[src/rtl/ipgu_pkg.sv]
// Shared IPGU definitions: default frame geometry, writer FSM states and the
// half-width {Y,X} address type used on both sides of the image RAM.
package ipgu_pkg;

    localparam int IPGU_IMG_W          = 240;
    localparam int IPGU_IMG_H          = 240;
    localparam int IPGU_RAM_ADDR_WIDTH = 18;

    typedef logic [IPGU_RAM_ADDR_WIDTH/2-1:0] addr_half_t;

    typedef enum logic [1:0] {
        IDLE  = 2'd0,
        WRITE = 2'd1,
        DONE  = 2'd2
    } ipgu_wr_state_t;

endpackage

[src/rtl/ipgu_raster_counter.sv]
// Raster-order X/Y position counter: X runs fastest and wraps into Y.
// 'last' flags the final pixel of the frame at the current position.
module ipgu_raster_counter
    import ipgu_pkg::*;
#(
    parameter int CNT_W = IPGU_RAM_ADDR_WIDTH/2,
    parameter int IMG_W = IPGU_IMG_W,
    parameter int IMG_H = IPGU_IMG_H
) (
    input  logic             clk,
    input  logic             rst,
    input  logic             clr,
    input  logic             inc,
    output logic [CNT_W-1:0] x,
    output logic [CNT_W-1:0] y,
    output logic             last
);

    localparam logic [CNT_W-1:0] X_MAX = CNT_W'(IMG_W - 1);
    localparam logic [CNT_W-1:0] Y_MAX = CNT_W'(IMG_H - 1);

    logic x_end;
    logic y_end;

    assign x_end = (x == X_MAX);
    assign y_end = (y == Y_MAX);
    assign last  = x_end && y_end;

    always_ff @(posedge clk) begin
        if (rst || clr) begin
            x <= '0;
            y <= '0;
        end else if (inc) begin
            if (x_end) begin
                x <= '0;
                y <= y_end ? '0 : y + 1'b1;
            end else begin
                x <= x + 1'b1;
            end
        end
    end

endmodule

[src/rtl/ipgu_ram_writer.sv]
// Writes a raster pixel stream into the IPGU image RAM as {Y,X}-addressed
// writes and hands each finished frame to the window reader.
module ipgu_ram_writer
    import ipgu_pkg::*;
#(
    parameter int RAM_ADDR_WIDTH = IPGU_RAM_ADDR_WIDTH,
    parameter int IMG_W          = IPGU_IMG_W,
    parameter int IMG_H          = IPGU_IMG_H,
    parameter int PIX_W          = 8
) (
    input  logic                      clk,
    input  logic                      rst,
    input  logic                      start,
    input  logic                      pixValid,
    input  logic [PIX_W-1:0]          pixData,
    output logic                      pixReady,
    input  logic                      ramStall,
    output logic                      wrEn,
    output logic [RAM_ADDR_WIDTH-1:0] wrAddr,
    output logic [PIX_W-1:0]          wrData,
    output logic                      busy,
    output logic                      frameDone,
    output logic                      frameReady,
    input  logic                      frameAck
);

    localparam int HALF_W = RAM_ADDR_WIDTH / 2;

    ipgu_wr_state_t    state;
    ipgu_wr_state_t    state_nx;
    logic [HALF_W-1:0] addr_x;
    logic [HALF_W-1:0] addr_y;
    logic              cnt_last;
    logic              last_accepted;
    logic              frame_start;
    logic              accept;
    logic              wr_complete;

    assign frame_start = start && ((state == IDLE) || ((state == DONE) && frameAck));
    assign accept      = pixValid && pixReady;
    assign wr_complete = wrEn && !ramStall;

    ipgu_raster_counter #(
        .CNT_W (HALF_W),
        .IMG_W (IMG_W),
        .IMG_H (IMG_H)
    ) u_counter (
        .clk  (clk),
        .rst  (rst),
        .clr  (frame_start),
        .inc  (accept),
        .x    (addr_x),
        .y    (addr_y),
        .last (cnt_last)
    );

    always_ff @(posedge clk) begin
        if (rst) begin
            state <= IDLE;
        end else begin
            state <= state_nx;
        end
    end

    // Once the final pixel is taken, the only pending write is the last one,
    // so its completion ends the frame.
    always_comb begin
        state_nx = state;
        case (state)
            IDLE:    if (start) state_nx = WRITE;
            WRITE:   if (last_accepted && wr_complete) state_nx = DONE;
            DONE:    if (frameAck) state_nx = start ? WRITE : IDLE;
            default: state_nx = IDLE;
        endcase
    end

    always_comb begin
        pixReady   = 1'b0;
        busy       = 1'b0;
        frameReady = 1'b0;
        pixReady   = (state == WRITE) && !last_accepted && (!wrEn || !ramStall);
        busy       = (state != IDLE);
        frameReady = (state == DONE);
    end

    always_ff @(posedge clk) begin
        if (rst || frame_start) begin
            last_accepted <= 1'b0;
        end else if (accept && cnt_last) begin
            last_accepted <= 1'b1;
        end
    end

    // Write register: load on accept, retire on completion, otherwise hold.
    always_ff @(posedge clk) begin
        if (rst) begin
            wrEn      <= 1'b0;
            wrAddr    <= '0;
            wrData    <= '0;
            frameDone <= 1'b0;
        end else begin
            frameDone <= (state == WRITE) && (state_nx == DONE);
            if (accept) begin
                wrEn   <= 1'b1;
                wrAddr <= {addr_y, addr_x};
                wrData <= pixData;
            end else if (wr_complete) begin
                wrEn <= 1'b0;
            end
        end
    end

endmodule

[config.mk]
export PLATFORM = sky130hd
export DESIGN_NAME = ipgu_ram_writer
export DESIGN_NICKNAME = d
export VERILOG_FILES = /design/src/rtl/ipgu_pkg.sv /design/src/rtl/ipgu_raster_counter.sv /design/src/rtl/ipgu_ram_writer.sv
export SDC_FILE = /design/constraint.sdc
export NUM_CORES = 1
export LEC_CHECK = 0
export BUFFER_PORTS_ARGS = -buffer_cell sky130_fd_sc_hd__buf_2
export CAP_MARGIN = 40
export CORE_ASPECT_RATIO = 1.4
export CORE_MARGIN = 4
export CORE_UTILIZATION = 24
export CTS_CLUSTER_DIAMETER = 30
export DETAILED_ROUTE_END_ITERATION = 6
export GPL_TIMING_DRIVEN = 1
export MAX_ROUTING_LAYER = met4
export PLACE_DENSITY = 0.47
export REMOVE_ABC_BUFFERS = 1
export SETUP_SLACK_MARGIN = 0.2
export SYNTH_ARGS = -nofsm -noshare
export SYNTH_HDL_FRONTEND = slang
export SYNTH_SLANG_ARGS = --single-unit
[constraint.sdc]
create_clock -name clk -period 5.4 [get_ports clk]
set_clock_uncertainty 0.15 [all_clocks]
set_input_delay 0.27 -clock clk [delete_from_list [all_inputs] [get_ports clk]]
set_output_delay 0.27 -clock clk [all_outputs]
set_load 0.02 [all_outputs]
==> metrics <==
number of distinct library cells after synthesis=38; Synth Warn #=0; share of cells above drive strength 1=between 20% and 30%; CP Class=flip-flop to flip-flop; IO buf count=between 40 and 50; arrival time worst endpoint=approximately 2100 ps; fin. max-slew vios=0; max_slew headroom=59.8%; Setup Buffers After CTS=0; CTS Buffer Depth=2; DR WL/cell=13.1 um; nets=~300; global placement routability congestion=0.742; Via-to-Cell Ratio=4.66; Synth-to-Final Area Change=22.8%; Tcrit/Tclk final=about two fifths; number of max-cap violations=0; die height=around 120 um; crit end category=flip-flop; Final ANT Viol Nets=0; largest net degree at the start of global routing=32; Synth Register Bits=49; Worst Hold Class=primary input to flip-flop; initial antenna violation count=0; Final Core Density=roughly 30%; area share of the largest cell type after synthesis=48.4%; area leader, netlist=dfxtp_1; placement-stage cell area=between 2000 and 2500 um^2; CTS tree=yes; Mean Syn Cell Area=slightly above 8 um^2; sequential fraction of the synthesis area=about half; Synth Area in Simple Gates=28.8%; Ports=45; clk root buf=clkbuf_16; global-route wire length before repair=8760 um; Hold Buf Count CTS=0; Starting Density=between 20% and 30%; RSZ-0062 raised after global routing=no; core area=8200 um^2; synth top area cells=dfxtp_1 48%, nand2_1 11%, a21oi_1 9.6%; die area=10000 um^2; Worst-Margin Slew=around 600 ps; Worst Path Max Fanout=6; mapped cell area=2030 um^2; main combinational cell family by area after synthesis=simple AND/OR/NAND/NOR gates; vias in the first global route=about 1800; Post-Synth Adder-Cell Area=1.23%; top post-synthesis cells by count=61 x nand2_1, 49 x dfxtp_1, 39 x a21oi_1; Core Rows=39; wirelength, routed=between 5000 and 6000 um; Worst Path Required=5470 ps; Compound-Gate Fraction of Synth Area=16.4%; drc violations=0; fmax=around 480 MHz; Overflow after GRT=0; EDFF count, synth=0; VDD IR max=roughly 0.00012 V; 1st-pass router iterations=4; leakage power=0.000942 uW; most frequent cell after synthesis=nand2_1; detailed placer's ending HPWL=~3700 um; setup TNS=0 ps; Clock Latency Late Sink=roughly 280 ps; Num CTS Buffers=5; H-Tree Depth=2; startpoint class of the critical path=flip-flop; Setup Viol. Count Final=0; total power=722 uW; final hold viol count=0; ant diodes=0; CTS clk-pin slew, worst paths=60 ps; initial drt markers=51; status=finished, final reports clean; Finished Cell Area=around 2500 um^2; PwrDens=slightly below 300 nW/um^2; Period minus WS final=2060 ps; Synth Instances=~240; Die Wd=between 80 and 90 um; total track usage=between 10 and 15%; async set or reset register ratio after synthesis=0%; mux share of post-synthesis cell area=0%; post-synthesis xor/xnor area fraction=between 2 and 2.5%; CTS Sinks=49; via count=about 1800; Synth Flop Type=dfxtp_1; Resize count post-CTS=0
-- metrics by stage --
step	hold slack, ps	instances	setup WS, ps
floorplan	189	232	3570
global placement	292	378	3260
detailed placement	294	380	3340
CTS	67.4	387	3320
global route	72.4	387	3210
finish	72.5	387	3340
-- routing by layer --
metal	GRT usage, %	up-vias	wire length [um]
met2	19.0	29	2530
met1	12.8	833	2280
li1	-	933	-
met5	-	-	0
met4	3.27	0	61
met3	2.45	7	175
-- kinds of logic (layout without fill, tap and decap cells) --
group,after synthesis,after routing
AOI/OAI and AO/OA,58,58
DFF,49,49
xor gates and xnor gates,5,5
adders and majority gates,2,2
buffers and inverters,13,54
and+or+nand+nor,117,117
-- worst max-delay path: stages, from the launching register on --
cell and delay, ps:
dfxtp_1 400, ha_1 270, and4_1 280, nand3_1 220, or4_4 540, a21oi_2 140
-- report_power, final --
part           switching [uW]  total [uW]  leakage (uW)  internal, uW
registers                2.33         368      0.000396           365
logic                    28.5        43.0      0.000477          14.4
clock network             129         311     0.0000700           182
-- path summary, 6_finish.rpt --
kind	start	endpoint	slack, ps	cells after the start
max	u_counter.x[0]	u_counter.y[6]	3340	5
min	pixData[2]	wrData[2]	70	3
max reg2reg	u_counter.x[0]	u_counter.y[6]	3340	5
min reg2reg	wrData[6]	wrData[6]	300	2
-- sequential cells by signal (all words and copies together) (netlist names) --
| register | flops |
|---|---|
| wrAddr | 18 |
| u_counter.y | 9 |
| wrEn | 1 |
| u_counter.x | 9 |
| frameDone | 1 |
| last_accepted | 1 |
| state | 2 |
| wrData | 8 |
-- layout make-up --
cell class                 instances  area (um^2)
clock buffer                       7          143
fill                             924         5710
inverter                           1         3.75
multi-input combinational        182          986
sequential                        49          981
tap                              102          128
timing repair buffer              46          250
-- placed cells by master (no fill, tap or decap), drive strengths merged, types with 2 or more instances in the layout --
| cell type | instances |
|---|---|
| clkbuf | 7 |
| nand2 | 61 |
| or3 | 3 |
| nor3 | 3 |
| or4 | 6 |
| nand3 | 12 |
| buf | 46 |
| nor2 | 10 |
| ha | 2 |
| a21oi | 40 |
| and3 | 5 |
| o21ai | 5 |
| a21o | 3 |
| xor2 | 4 |
| o31ai | 5 |
| nand4b | 2 |
| and2 | 2 |
| nand4 | 3 |
| dfxtp | 49 |
| nor2b | 2 |
| o41ai | 2 |
Power figures use the tool's default switching activity.
